===== src/rtl/debug_unit_ctrl.sv =====
// Debug unit controller: host byte commands load imem, run or single-step the pipeline, then dump state over UART TX.
// Optional feature macro DU_CYCLE_COUNT_EN appends a 32-bit count of read_en cycles to every dump.
module debug_unit_ctrl #(
  parameter int unsigned MEM_DUMP_WORDS = 32
) (
  input  logic         i_clk,
  input  logic         i_reset,
  input  logic [7:0]   i_rx_data,
  input  logic         i_rx_valid,
  output logic [7:0]   o_tx_data,
  output logic         o_tx_start,
  input  logic         i_tx_busy,
  output logic [31:0]  o_du_data,
  output logic [31:0]  o_du_inst_addr_wr,
  output logic         o_du_write_en,
  output logic         o_du_read_en,
  input  logic         i_du_halt,
  input  logic [63:0]  i_du_if_id_data,
  input  logic [129:0] i_du_id_ex_data,
  input  logic [75:0]  i_du_ex_m_data,
  input  logic [70:0]  i_du_m_wb_data,
  input  logic [31:0]  i_du_regs_mem_data,
  input  logic [31:0]  i_du_mem_data
);

  localparam int unsigned LatchBits  = 352;
  localparam int unsigned LatchWords = LatchBits / 32;
  localparam int unsigned NumRegs    = 32;

  localparam logic [7:0] CmdLoad   = 8'h4C;
  localparam logic [7:0] CmdRun    = 8'h52;
  localparam logic [7:0] CmdStep   = 8'h53;
  localparam logic [7:0] AckByte   = 8'h4B;
  localparam logic [3:0] LastLatch = 4'(LatchWords - 1);
  localparam logic [7:0] LastReg   = 8'(NumRegs - 1);
  localparam logic [7:0] LastMem   = 8'(MEM_DUMP_WORDS - 1);

  typedef enum logic [3:0] {
    IDLE, LD_CNT, LD_BYTE, LD_WR, RUN, STEP, SNAP,
    DUMP_LATCH, DUMP_REG, DUMP_MEM, TX_BYTE, TX_WAIT
  } state_t;

  state_t state, state_nxt, ret_state;

  logic [31:0]          word_buf;
  logic [31:0]          word_nxt;
  logic [1:0]           byte_cnt;
  logic [7:0]           word_idx;
  logic [7:0]           word_cnt;
  logic                 ld_last;
  logic [LatchBits-1:0] lat_buf;
  logic [3:0]           lat_cnt;
  logic [7:0]           dump_idx;
  logic                 addr_wait;
  logic [31:0]          tx_q;
  logic [2:0]           tx_left;
  logic                 tx_skip;
  logic                 tx_fire;
  logic                 tx_done;

  logic [7:0]  tx_data_d;
  logic        tx_start_d;
  logic [31:0] du_data_d;
  logic [31:0] du_addr_d;
  logic        write_en_d;
  logic        read_en_d;

`ifdef DU_CYCLE_COUNT_EN
  logic [31:0] cycle_cnt;
  logic        cnt_phase;
`endif

  assign word_nxt = {word_buf[23:0], i_rx_data};
  assign ld_last  = (8'(word_idx + 8'd1) == word_cnt);
  assign tx_fire  = (state == TX_BYTE) && !i_tx_busy;
  assign tx_done  = (state == TX_WAIT) && !tx_skip && !i_tx_busy;

  // State register
  always_ff @(posedge i_clk) begin
    if (i_reset) state <= IDLE;
    else         state <= state_nxt;
  end

  // Next-state decode
  always_comb begin
    state_nxt = state;
    case (state)
      IDLE: begin
        if (i_rx_valid) begin
          case (i_rx_data)
            CmdLoad: state_nxt = LD_CNT;
            CmdRun:  state_nxt = i_du_halt ? SNAP : RUN;
            CmdStep: state_nxt = i_du_halt ? SNAP : STEP;
            default: state_nxt = IDLE;
          endcase
        end
      end
      LD_CNT:     if (i_rx_valid) state_nxt = (i_rx_data == 8'd0) ? TX_BYTE : LD_BYTE;
      LD_BYTE:    if (i_rx_valid && byte_cnt == 2'd3) state_nxt = LD_WR;
      LD_WR:      state_nxt = ld_last ? TX_BYTE : LD_BYTE;
      RUN:        if (i_du_halt) state_nxt = SNAP;
      STEP:       state_nxt = SNAP;
      SNAP:       state_nxt = DUMP_LATCH;
      DUMP_LATCH: state_nxt = TX_BYTE;
      DUMP_REG:   if (addr_wait) state_nxt = TX_BYTE;
`ifdef DU_CYCLE_COUNT_EN
      DUMP_MEM:   if (addr_wait || cnt_phase) state_nxt = TX_BYTE;
`else
      DUMP_MEM:   if (addr_wait) state_nxt = TX_BYTE;
`endif
      TX_BYTE:    if (!i_tx_busy) state_nxt = TX_WAIT;
      TX_WAIT:    if (tx_done) state_nxt = (tx_left != 3'd0) ? TX_BYTE : ret_state;
      default:    state_nxt = IDLE;
    endcase
  end

  // Output decode: next values of the registered outputs, keyed on the upcoming state
  always_comb begin
    tx_start_d = 1'b0;
    tx_data_d  = o_tx_data;
    du_data_d  = o_du_data;
    du_addr_d  = o_du_inst_addr_wr;
    write_en_d = 1'b0;
    read_en_d  = 1'b0;
    if (tx_fire) begin
      tx_start_d = 1'b1;
      tx_data_d  = tx_q[31:24];
    end
    case (state_nxt)
      IDLE: du_addr_d = '0;
      LD_WR: begin
        write_en_d = 1'b1;
        du_data_d  = word_nxt;
        du_addr_d  = {22'd0, word_idx, 2'b00};
      end
      RUN, STEP:          read_en_d = 1'b1;
      DUMP_REG, DUMP_MEM: du_addr_d = {24'd0, dump_idx};
      default: ;
    endcase
  end

  always_ff @(posedge i_clk) begin
    if (i_reset) begin
      o_tx_data         <= '0;
      o_tx_start        <= 1'b0;
      o_du_data         <= '0;
      o_du_inst_addr_wr <= '0;
      o_du_write_en     <= 1'b0;
      o_du_read_en      <= 1'b0;
    end else begin
      o_tx_data         <= tx_data_d;
      o_tx_start        <= tx_start_d;
      o_du_data         <= du_data_d;
      o_du_inst_addr_wr <= du_addr_d;
      o_du_write_en     <= write_en_d;
      o_du_read_en      <= read_en_d;
    end
  end

  // Datapath: load assembly, latch snapshot, dump sequencing and the TX byte queue
  always_ff @(posedge i_clk) begin
    if (i_reset) begin
      word_buf  <= '0;
      byte_cnt  <= '0;
      word_idx  <= '0;
      word_cnt  <= '0;
      lat_buf   <= '0;
      lat_cnt   <= '0;
      dump_idx  <= '0;
      addr_wait <= 1'b0;
      tx_q      <= '0;
      tx_left   <= '0;
      tx_skip   <= 1'b0;
      ret_state <= IDLE;
`ifdef DU_CYCLE_COUNT_EN
      cnt_phase <= 1'b0;
`endif
    end else begin
      case (state)
        IDLE: begin
          if (i_rx_valid && i_rx_data == CmdLoad) begin
            word_idx <= '0;
            byte_cnt <= '0;
          end
        end
        LD_CNT: begin
          if (i_rx_valid) begin
            word_cnt <= i_rx_data;
            if (i_rx_data == 8'd0) begin
              tx_q      <= {AckByte, 24'd0};
              tx_left   <= 3'd1;
              ret_state <= IDLE;
            end
          end
        end
        LD_BYTE: begin
          if (i_rx_valid) begin
            word_buf <= word_nxt;
            byte_cnt <= 2'(byte_cnt + 2'd1);
          end
        end
        LD_WR: begin
          word_idx <= 8'(word_idx + 8'd1);
          if (ld_last) begin
            tx_q      <= {AckByte, 24'd0};
            tx_left   <= 3'd1;
            ret_state <= IDLE;
          end
        end
        SNAP: begin
          lat_buf   <= {i_du_if_id_data, 6'd0, i_du_id_ex_data, 4'd0,
                        i_du_ex_m_data, 1'b0, i_du_m_wb_data};
          lat_cnt   <= '0;
          dump_idx  <= '0;
          addr_wait <= 1'b0;
        end
        DUMP_LATCH: begin
          tx_q      <= lat_buf[LatchBits-1 -: 32];
          lat_buf   <= lat_buf << 32;
          tx_left   <= 3'd4;
          lat_cnt   <= 4'(lat_cnt + 4'd1);
          ret_state <= (lat_cnt == LastLatch) ? DUMP_REG : DUMP_LATCH;
        end
        DUMP_REG: begin
          if (!addr_wait) begin
            addr_wait <= 1'b1;
          end else begin
            addr_wait <= 1'b0;
            tx_q      <= i_du_regs_mem_data;
            tx_left   <= 3'd4;
            if (dump_idx == LastReg) begin
              dump_idx  <= '0;
              ret_state <= DUMP_MEM;
            end else begin
              dump_idx  <= 8'(dump_idx + 8'd1);
              ret_state <= DUMP_REG;
            end
          end
        end
        DUMP_MEM: begin
`ifdef DU_CYCLE_COUNT_EN
          if (cnt_phase) begin
            cnt_phase <= 1'b0;
            tx_q      <= cycle_cnt;
            tx_left   <= 3'd4;
            ret_state <= IDLE;
          end else
`endif
          if (!addr_wait) begin
            addr_wait <= 1'b1;
          end else begin
            addr_wait <= 1'b0;
            tx_q      <= i_du_mem_data;
            tx_left   <= 3'd4;
            if (dump_idx == LastMem) begin
              dump_idx  <= '0;
`ifdef DU_CYCLE_COUNT_EN
              cnt_phase <= 1'b1;
              ret_state <= DUMP_MEM;
`else
              ret_state <= IDLE;
`endif
            end else begin
              dump_idx  <= 8'(dump_idx + 8'd1);
              ret_state <= DUMP_MEM;
            end
          end
        end
        TX_BYTE: begin
          if (!i_tx_busy) begin
            tx_q    <= tx_q << 8;
            tx_left <= 3'(tx_left - 3'd1);
            tx_skip <= 1'b1;
          end
        end
        TX_WAIT: tx_skip <= 1'b0;
        default: ;
      endcase
    end
  end

`ifdef DU_CYCLE_COUNT_EN
  // Pipeline-advance cycle counter; a load command starts a fresh measurement
  always_ff @(posedge i_clk) begin
    if (i_reset || (state == IDLE && i_rx_valid && i_rx_data == CmdLoad)) cycle_cnt <= '0;
    else if (o_du_read_en)                                                cycle_cnt <= 32'(cycle_cnt + 32'd1);
  end
`endif

endmodule


===== config.mk =====
export PLATFORM = sky130hd
export DESIGN_NAME = debug_unit_ctrl
export DESIGN_NICKNAME = d
export VERILOG_FILES = /design/src/rtl/debug_unit_ctrl.sv
export SDC_FILE = /design/constraint.sdc
export NUM_CORES = 1
export LEC_CHECK = 0
export BUFFER_PORTS_ARGS = -buffer_cell sky130_fd_sc_hd__buf_2
export CAP_MARGIN = 15
export CORE_MARGIN = 4
export CORE_UTILIZATION = 49
export DETAILED_ROUTE_END_ITERATION = 8
export PLACE_DENSITY = 0.85
export SKIP_CTS_REPAIR_TIMING = 1
export SLEW_MARGIN = 20
export SYNTH_ARGS = -nofsm -noshare
export SYNTH_HDL_FRONTEND = slang
export SYNTH_SLANG_ARGS = --single-unit

===== constraint.sdc =====
create_clock -name i_clk -period 2.3 [get_ports i_clk]
set_input_delay 0.115 -clock i_clk [delete_from_list [all_inputs] [get_ports i_clk]]
set_output_delay 0.115 -clock i_clk [all_outputs]
set_load 0.05 [all_outputs]

* After elaboration in Yosys (flattened, before gate mapping) *
Cells that the tools add are included.

storage, ports and cells
  register bits = 526
  output and inout bits = 75
  logic and storage cells = 142

cells by class
  add/sub/neg operators = 5
  equal/unequal tests = 32
  mux-type cells = 54
  reduce and logical (&&, ||, !) cells = 32

operators with widths
  cell                   count
  $pmux W352 S2          1
  $mux W32               6
  $pmux W32 S6           1
  $pmux W32 S3           1
  $mux W4                17
  $pmux W4 S11           1
  $pmux W8 S2            2
  $eq A4 B4 Y1 const B   7
  $eq A4 B3 Y1 const B   6
  $eq A8 B7 Y1 const B   3
  $mux W8                3
  $pmux W4 S5            1
  $add A8 B1 Y8 const B  2
  $ne A2 B2 Y1 const B   8
  $mux W3                5
  $pmux W3 S5            1
  $eq A4 B2 Y1 const B   3
  $reduce_and A6 Y1      2
  $reduce_and A2 Y1      5
  $reduce_bool A2 Y1     5
  $reduce_bool A5 Y1     2
  $pmux W3 S3            1
  $eq A8 B5 Y1 const B   1
  $eq A8 B8 Y1           1
  other kinds (20)       38

* Depth between registers and ports, before layout *
Gate-level depths: netlist of the first run.

  word-level depth = 8
  gate-level depth with buffers = 9
  gate-level depth less buffers = 9

* Worst setup path after synthesis of the first run *
Ideal clock, no wire load.

  path type = register -> register
  from = register tx_left[0]
  to = register o_du_inst_addr_wr[2]
  arrival time = 2.121 ns
  required time = 2.181 ns
  path slack = 0.060 ns
  cell stages (with the launch flop) = 10
  buffers on the path = 0
  clock period less this slack = 2.240 ns
  cell sequence = dfxtp_1 -> inv_1 -> ha_1 -> ha_1 -> or3b_2 -> nor4_1 -> o22ai_1 -> a31oi_2 -> o21ai_2 -> o221a_2

between the ends
  cells in the longest elaborated chain, start to end = 7
  elaborated cells between the ends (all ways) = 11
  classes of those cells = 3 x eq/ne; 4 x mux; 4 x reduce/logical

ends and longest elaborated chain
  element                                             RTL line  RTL
  start: declaration                                  56        logic [2:0] tx_left;
  start signal: assignment                            272       tx_left <= 3'(tx_left - 3'd1);
  $reduce_bool A3 Y1 (*)                              112       TX_WAIT: if (tx_done) state_nxt = (tx_left != 3'd0) ? TX_BYTE : ret_state;
  $mux W4 (*) (2 in series)                           112
  $pmux W4 S11 (*)                                    87        case (state)
  $eq A4 B4 Y1                                        129       case (state_nxt)
  $reduce_or A2 Y1                                    129
  $pmux W32 S3 or $reduce_bool A3 Y1 (tied branches)  n/a
  end signal: assignment                              154       o_du_inst_addr_wr <= du_addr_d;
  end: declaration                                    14        output logic [31:0] o_du_inst_addr_wr,

Every way passes the cells marked *; elsewhere a longest branch is shown, timed or not. The select of a mux whose other input is x is not followed.
A chain may end at the register's enable or synchronous reset.

* Worst setup path in the final report of the first run *
  from = register state[1]
  to = register lat_buf[203]

between the ends
  cells in the longest elaborated chain, start to end = 2
  elaborated cells between the ends (all ways) = 4
  classes of those cells = 2 x eq/ne; 1 x mux; 1 x reduce/logical

ends and longest elaborated chain
  element                                              RTL line  RTL
  start: declaration                                   43        state_t state, state_nxt, ret_state;
  start signal: assignment                             81        else state <= state_nxt;
  $eq A4 B3 Y1                                         179       case (state)
  $pmux W352 S2 or $reduce_bool A2 Y1 (tied branches)  n/a
  end signal: assignment                               211       lat_buf <= {i_du_if_id_data, 6'd0, i_du_id_ex_data, 4'd0,
  end signal: assignment                               219       lat_buf <= lat_buf << 32;
  end: declaration                                     51        logic [LatchBits-1:0] lat_buf;

Parallel ways exist; a longest one is shown, timed or not.

==> impl_metrics.ini, run 1 <==
[cts]
tritoncts = yes
cts_sinks = 503
clockRootBuffer = sky130_fd_sc_hd__clkbuf_16
ctsLongestPathBuffers = 3
later_pin_clock_latency_in_the_skew_report_ns = 0.60
worst_setup_hold_path_clk_slew_ns = 0.06
cts_made_buffers = 53
h-tree-depth = 2

[detailed_routing]
dr_wl_met3_mm = 6.959
maxUsedRoutingLayer = met4
route.final.wire_length_mm = 83.64
met2RoutedLength_mm = 40.03
detail-route-antenna-nets = 0
drt-wirelength-per-cell_um = 22.38
drt-pass1-iter-count = 9
vias_per_cell = 6.002
remaining_drc_errors = 7
met1Wirelength_mm = 30.56
detail_route.iter0.violations = 2921
vias = 22430

[synthesis]
synth_largest_type_area_fraction = 0.4652
synth_commonest_cells = sky130_fd_sc_hd__dfxtp_1, sky130_fd_sc_hd__nor2_1, sky130_fd_sc_hd__mux2i_1, sky130_fd_sc_hd__a211oi_1, sky130_fd_sc_hd__nand2_1
yosysMostFrequentCell = sky130_fd_sc_hd__dfxtp_1
synth.area.top_cells = sky130_fd_sc_hd__dfxtp_1, sky130_fd_sc_hd__mux2i_1, sky130_fd_sc_hd__a211oi_1
synth_edf_count = 0
postSynth.asyncResetShare = 0
synth_seq_area_share = 0.4652
synthesis.area_mm2 = 0.02164
post_synth_cell_types = 64
synth_cells = 2372
synth.avg_cell_area_um2 = 9.125
synth_top_area_cell = sky130_fd_sc_hd__dfxtp_1
synth-seq-cells = 503
synth-warning-count = 0
ys_dominant_reg_cell = sky130_fd_sc_hd__dfxtp_1

[final_layout]
final_area_mm2 = 0.03007
syn2layout_area_growth_pct = 38.93
final_nets = 3522
post-route-util = 0.6935
final_layout_size_suffix_gt1_frac = 0.2158

[placement]
gpl.final_weighted_congestion = 0.8993
placement.cell_area_mm2 = 0.02475
dp.final_hpwl_mm = 49.87
port-buffer-count = 470
dp_worst_setup_slack_ns = -0.2261

[timing]
fin_worst_skew_ns = 0.02453
setup_repair_after_global_routing_missed_its_margin = true
report.final.hold_viol_count = 3
post-route-min-period_ns = 2.404
hold_slack_ns = -0.01337
fmaxAchievable_mhz = 415.9
worst_slew_pin_slew_ns = 0.5927
finalSetupViolations = 1
worst_case_setup_margin_in_the_final_layout_ns = -0.1041
max-slew-margin-rel = 0.6049
tcrit_tclk_final = 1.045
final_max_slew_viol_count = 0

[grt]
globalRoute.totalOverflow = 0
overall_track_demand_over_capacity_in_global_routing = 0.2739
wire_length_of_the_first_global_routing_pass_mm = 104.2
number_of_global_route_vias_before_repair = 18890
antenna_found_initial = 10
maximum_number_of_pins_on_one_net_before_global_route_repair = 123

[worst_setup_path]
category_of_the_worst_setup_path_capture_point = flop
crit_type = reg -> reg
startpoint_type = flop
worstPathArrival_ns = 2.84
cp_max_fo = 38
worst_ep_required_time_ns = 2.73

[power]
leakage_nw = 10.93
peakVddDrop_v = 0.0005114
finalPower_mw = 18.81
power_density_mw_per_mm2 = 625.4

[floorplanning]
rows = 76
die_height_um = 218.2
initial_utilization = 0.4992
width_of_the_chip_um = 218.2
design.portCount = 493
floorplan.die_area_mm2 = 0.04760
core_region_area_mm2 = 0.04336

[outcome]
outcome = complete, but fails checks
failed_checks = DRC, hold timing, setup timing

[min_path]
min-delay-path-class = in -> reg

[run]
drv_cap = 0
area by class of cell:
cell class,count,area [um^2]
diodes,15,37.54
inverters,10,37.54
repair buffers,894,6780
fillers,3018,13290
clock buffers,77,1498
multi-input cells,1635,10680
clock inverters,18,226.5
flip-flops and latches,503,10080
well taps,585,732.0
metal layers:
layer	track usage	vias to the layer above
li1	-	10100
met1	0.3417	10450
met2	0.4681	1482
met3	0.04727	406
met4	0.1169	0
met5	0	-
power breakdown:
part	internal (mW)	total [mW]	switching (mW)
combinational	0.769	1.49	0.718
clock	4.98	8.61	3.63
sequential	8.71	8.71	0.00232
path summary, 6_finish.rpt:
check	start	endpoint	slack (ns)	cells past startpoint
setup / recovery	state[1]	lat_buf[203]	-0.10	6
hold / removal	i_du_id_ex_data[34]	lat_buf[186]	-0.01	3
setup reg to reg	state[1]	lat_buf[203]	-0.10	6
hold reg to reg	o_tx_data[3]	o_tx_data[3]	0.45	2
through the flow:
stage	instances	TNS (ns)
3_3_place_gp	3284	-1.100
5_1_grt	3732	-0.3053
2_1_floorplan	2393	0
6_report	3737	-0.1041
3_5_place_dp	3284	-1.850
4_1_cts	3379	-2.349
worst max-delay path: stages (launching register included):
cell and delay [ns]:
sky130_fd_sc_hd__dfxtp_2 0.44, sky130_fd_sc_hd__buf_4 0.45, sky130_fd_sc_hd__and2_4 0.32, sky130_fd_sc_hd__buf_12 0.23, sky130_fd_sc_hd__buf_12 0.22, sky130_fd_sc_hd__nor2_1 0.08
sky130_fd_sc_hd__a211oi_1 0.49
kinds of logic after synthesis:
logic type	Yosys count	synth area share
AO/OA/AOI/OAI	581	0.1976
XOR/XNOR	18	0.007284
adder cells (fa/ha/maj)	7	0.004046
buffers and inverters	255	0.05139
flip-flops	503	0.4652
multiplexers	287	0.1327
other	1	0.0001733
AND/OR/NAND/NOR	720	0.1415
cell usage in the layout, fill, tap and decap left out, drive strengths merged, types with 11 or more instances in the layout:
master,synthesis,routed
conb,1,22
inv,10,12
clkbuf,163,77
a211oi,246,246
nand4,40,40
buf,82,552
dlygate4sd3,0,342
nor3,13,13
and2,11,11
dfxtp,503,503
o21ai,47,47
a222oi,64,64
diode,0,15
xnor2,12,12
nand2,181,181
a21oi,95,95
o31ai,28,28
mux2i,287,287
a22oi,64,64
nor2,418,418
nand3,15,15
state kept, by name, indices dropped and copies added, names as in the netlist, 2 cells and up:
| signal | flops |
|---|---|
| dump_idx | 8 |
| state | 4 |
| byte_cnt | 2 |
| o_du_inst_addr_wr | 10 |
| word_idx | 8 |
| word_cnt | 8 |
| lat_buf | 352 |
| word_buf | 24 |
| ret_state | 3 |
| lat_cnt | 4 |
| tx_left | 3 |
| o_tx_data | 8 |
| tx_q | 32 |
| o_du_data | 32 |
(Power assumes the default switching activity.)
==> run 2, diff against run 1 <==
--- a/config.mk
+++ b/config.mk
@@ -8,9 +8,10 @@
 export BUFFER_PORTS_ARGS = -buffer_cell sky130_fd_sc_hd__buf_2
 export CAP_MARGIN = 15
 export CORE_MARGIN = 4
-export CORE_UTILIZATION = 49
+export CORE_UTILIZATION = 58
+export CTS_BUF_LIST = sky130_fd_sc_hd__clkbuf_16
 export DETAILED_ROUTE_END_ITERATION = 8
-export PLACE_DENSITY = 0.85
+export PLACE_DENSITY = 0.94
 export SKIP_CTS_REPAIR_TIMING = 1
 export SLEW_MARGIN = 20
 export SYNTH_ARGS = -nofsm -noshare
==> constraint.sdc (replaced) <==
create_clock -name i_clk -period 3.1 [get_ports i_clk]
set_input_delay 0.155 -clock i_clk [delete_from_list [all_inputs] [get_ports i_clk]]
set_output_delay 0.155 -clock i_clk [all_outputs]
set_load 0.05 [all_outputs]
==> run 2 against run 1 <==
- the flow finishes with violations (hold timing, setup timing)
- routed wire length rose by 5.4%
- non-clock buffer count is 68 lower
- combinational power down 28%
- clock-buffer cell count decreased by 26
- clock power is 25% lower
- clock skew increased by 0.0076 ns
- critical path type unchanged
==> impl_metrics.ini, run 2 (same netlist as run 1, synthesis figures left out) <==
[worst_setup_path]
timing.critical_path.slowest_cell_delay_ns = 0.93
worst-path-buf-inv = 2
critical-path-top-delay-family = compound AO/OA/AOI/OAI gates
crit_path_top_delay_cell = sky130_fd_sc_hd__a211oi_1
cp_max_fo = 130
crit_type = reg -> reg
category_of_the_worst_setup_path_capture_point = flop
r2r_setup_slack_ns = -0.21
crit_path_cell_trace = buf_4 > and2_4 > buf_12 > nor2_1 > a211oi_1
worstPathArrival_ns = 3.70
worst_ep_required_time_ns = 3.49
startpoint_type = flop

[grt]
overall_track_demand_over_capacity_in_global_routing = 0.3215
wire_length_of_the_first_global_routing_pass_mm = 105.6
globalRoute.totalOverflow = 0
antenna_found_initial = 23
number_of_global_route_vias_before_repair = 19060
maximum_number_of_pins_on_one_net_before_global_route_repair = 138

[floorplanning]
rows = 70
die_height_um = 201.2
core_region_area_mm2 = 0.03670
floorplan.die_area_mm2 = 0.04047
initial_utilization = 0.5898
width_of_the_chip_um = 201.2
design.portCount = 493

[timing]
post-route-min-period_ns = 3.311
fin_worst_skew_ns = 0.03213
finalSetupViolations = 2
worst_case_setup_margin_in_the_final_layout_ns = -0.2111
report.final.hold_viol_count = 13
final_max_slew_viol_count = 0
worst_slew_pin_slew_ns = 1.110
hold_slack_ns = -0.04985
max-slew-margin-rel = 0.2553
fmaxAchievable_mhz = 302.0
tcrit_tclk_final = 1.068

[min_path]
min-delay-path-class = in -> reg

[final_layout]
layout.cells.most_common_list = sky130_fd_sc_hd__dfxtp_1, sky130_fd_sc_hd__buf_2, sky130_fd_sc_hd__nor2_1
final_area_mm2 = 0.02898
layout.cells.most_common = sky130_fd_sc_hd__dfxtp_1
final_nets = 3452
syn2layout_area_growth_pct = 33.87
biggestRegsByFlops = lat_buf x352, o_du_data x32, tx_q x32
registers.top_by_ff_count = lat_buf
n_fill_cell = 2142
final_layout_size_suffix_gt1_frac = 0.2005
largest_register_ffs = 352

[detailed_routing]
detail_route.iter0.violations = 3159
vias_per_cell = 6.407
detail-route-antenna-nets = 0
vias = 22760
drt-wirelength-per-cell_um = 24.82
route.final.wire_length_mm = 88.19
remaining_drc_errors = 0
drt-pass1-iter-count = 8

[cts]
cts_made_buffers = 51
ctsLongestPathBuffers = 3
worst_setup_hold_path_clk_slew_ns = 0.07
later_pin_clock_latency_in_the_skew_report_ns = 0.61
h-tree-depth = 2
clockRootBuffer = sky130_fd_sc_hd__clkbuf_16
cts_sinks = 503
tritoncts = yes

[power]
leakage_nw = 10.53
power_density_mw_per_mm2 = 483.0
peakVddDrop_v = 0.0003686

[placement]
gpl.final_weighted_congestion = 0.9257
dp.final_hpwl_mm = 49.63
placement.cell_area_mm2 = 0.02403
port-buffer-count = 470

[outcome]
failed_checks = hold timing, setup timing
outcome = complete, but fails checks

[run]
drv_cap = 0
run 2: cell count changes in the layout (fill, tap and decap cells not counted), moves of 3 or more:
cell | before | now
sky130_fd_sc_hd__dlygate4sd3_1 | 342 | 320
sky130_fd_sc_hd__clkbuf_1 | 17 | 0
sky130_fd_sc_hd__bufinv_16 | 4 | 9
sky130_fd_sc_hd__buf_12 | 30 | 10
sky130_fd_sc_hd__clkbuf_16 | 54 | 51
sky130_fd_sc_hd__clkinv_1 | 0 | 10
sky130_fd_sc_hd__clkinv_4 | 4 | 1
sky130_fd_sc_hd__diode_2 | 15 | 22
sky130_fd_sc_hd__clkbuf_8 | 6 | 0
sky130_fd_sc_hd__buf_4 | 51 | 26
sky130_fd_sc_hd__inv_1 | 8 | 16
run 2: final timing paths:
path | startpoint | endpoint | depth (start not counted)
worst max-delay path | state[1] | lat_buf[142] | 5
worst min-delay path | i_du_id_ex_data[62] | lat_buf[214] | 3
worst max register to register | state[1] | lat_buf[142] | 5
worst min register to register | o_du_data[23] | o_du_data[23] | 2
run 2: tightest hold or removal path, cell delays in order:
cell and delay, ns:
sky130_fd_sc_hd__buf_2 0.10, sky130_fd_sc_hd__mux2i_1 0.15, sky130_fd_sc_hd__a211oi_1 0.09
run 2: layout make-up:
cell class              instances  area [um^2]  area share
multi-input cells            1635        10570      0.3649
inverters                      10        37.54    0.001295
well taps                     468        585.6     0.02021
diodes                         22        55.05    0.001900
clock inverters                38        412.9     0.01425
repair buffers                826         5961      0.2057
flip-flops and latches        503        10070      0.3477
clock buffers                  51         1276     0.04405
run 2: power by group:
part	switching (mW)	internal (mW)	leakage [nW]	total, mW
Sequential	0.00211	6.46	4.05	6.46
Clock	2.73	3.73	0.840	6.46
Combinational	0.536	0.535	5.64	1.07
Total	3.27	10.7	10.5	14.0
run 2: layer usage:
layer,vias to the layer above,part of all wire,track usage
met1,10520,0.35,0.4027
met5,-,0.00053,0
met4,8,0.087,0.1362
met3,516,0.10,0.05818
met2,1766,0.46,0.5481
li1,9957,-,-
run 2: metrics by stage:
step | std cells | TNS [ns] | power [mW] | setup WS (ns) | utilization
final | 3553 | -0.2862 | 13.99 | -0.2111 | 0.7896
after global routing | 3549 | -0.3453 | 14.26 | -0.1848 | 0.7893
after CTS | 3211 | 0 | 13.48 | 0.4649 | 0.7008
after detailed placement | 3122 | 0 | 7.271 | 0.5038 | 0.6548
after global placement | 3122 | 0 | 7.265 | 0.6386 | 0.6548
after floorplan | 2393 | 0 | 6.916 | 0.8599 | -
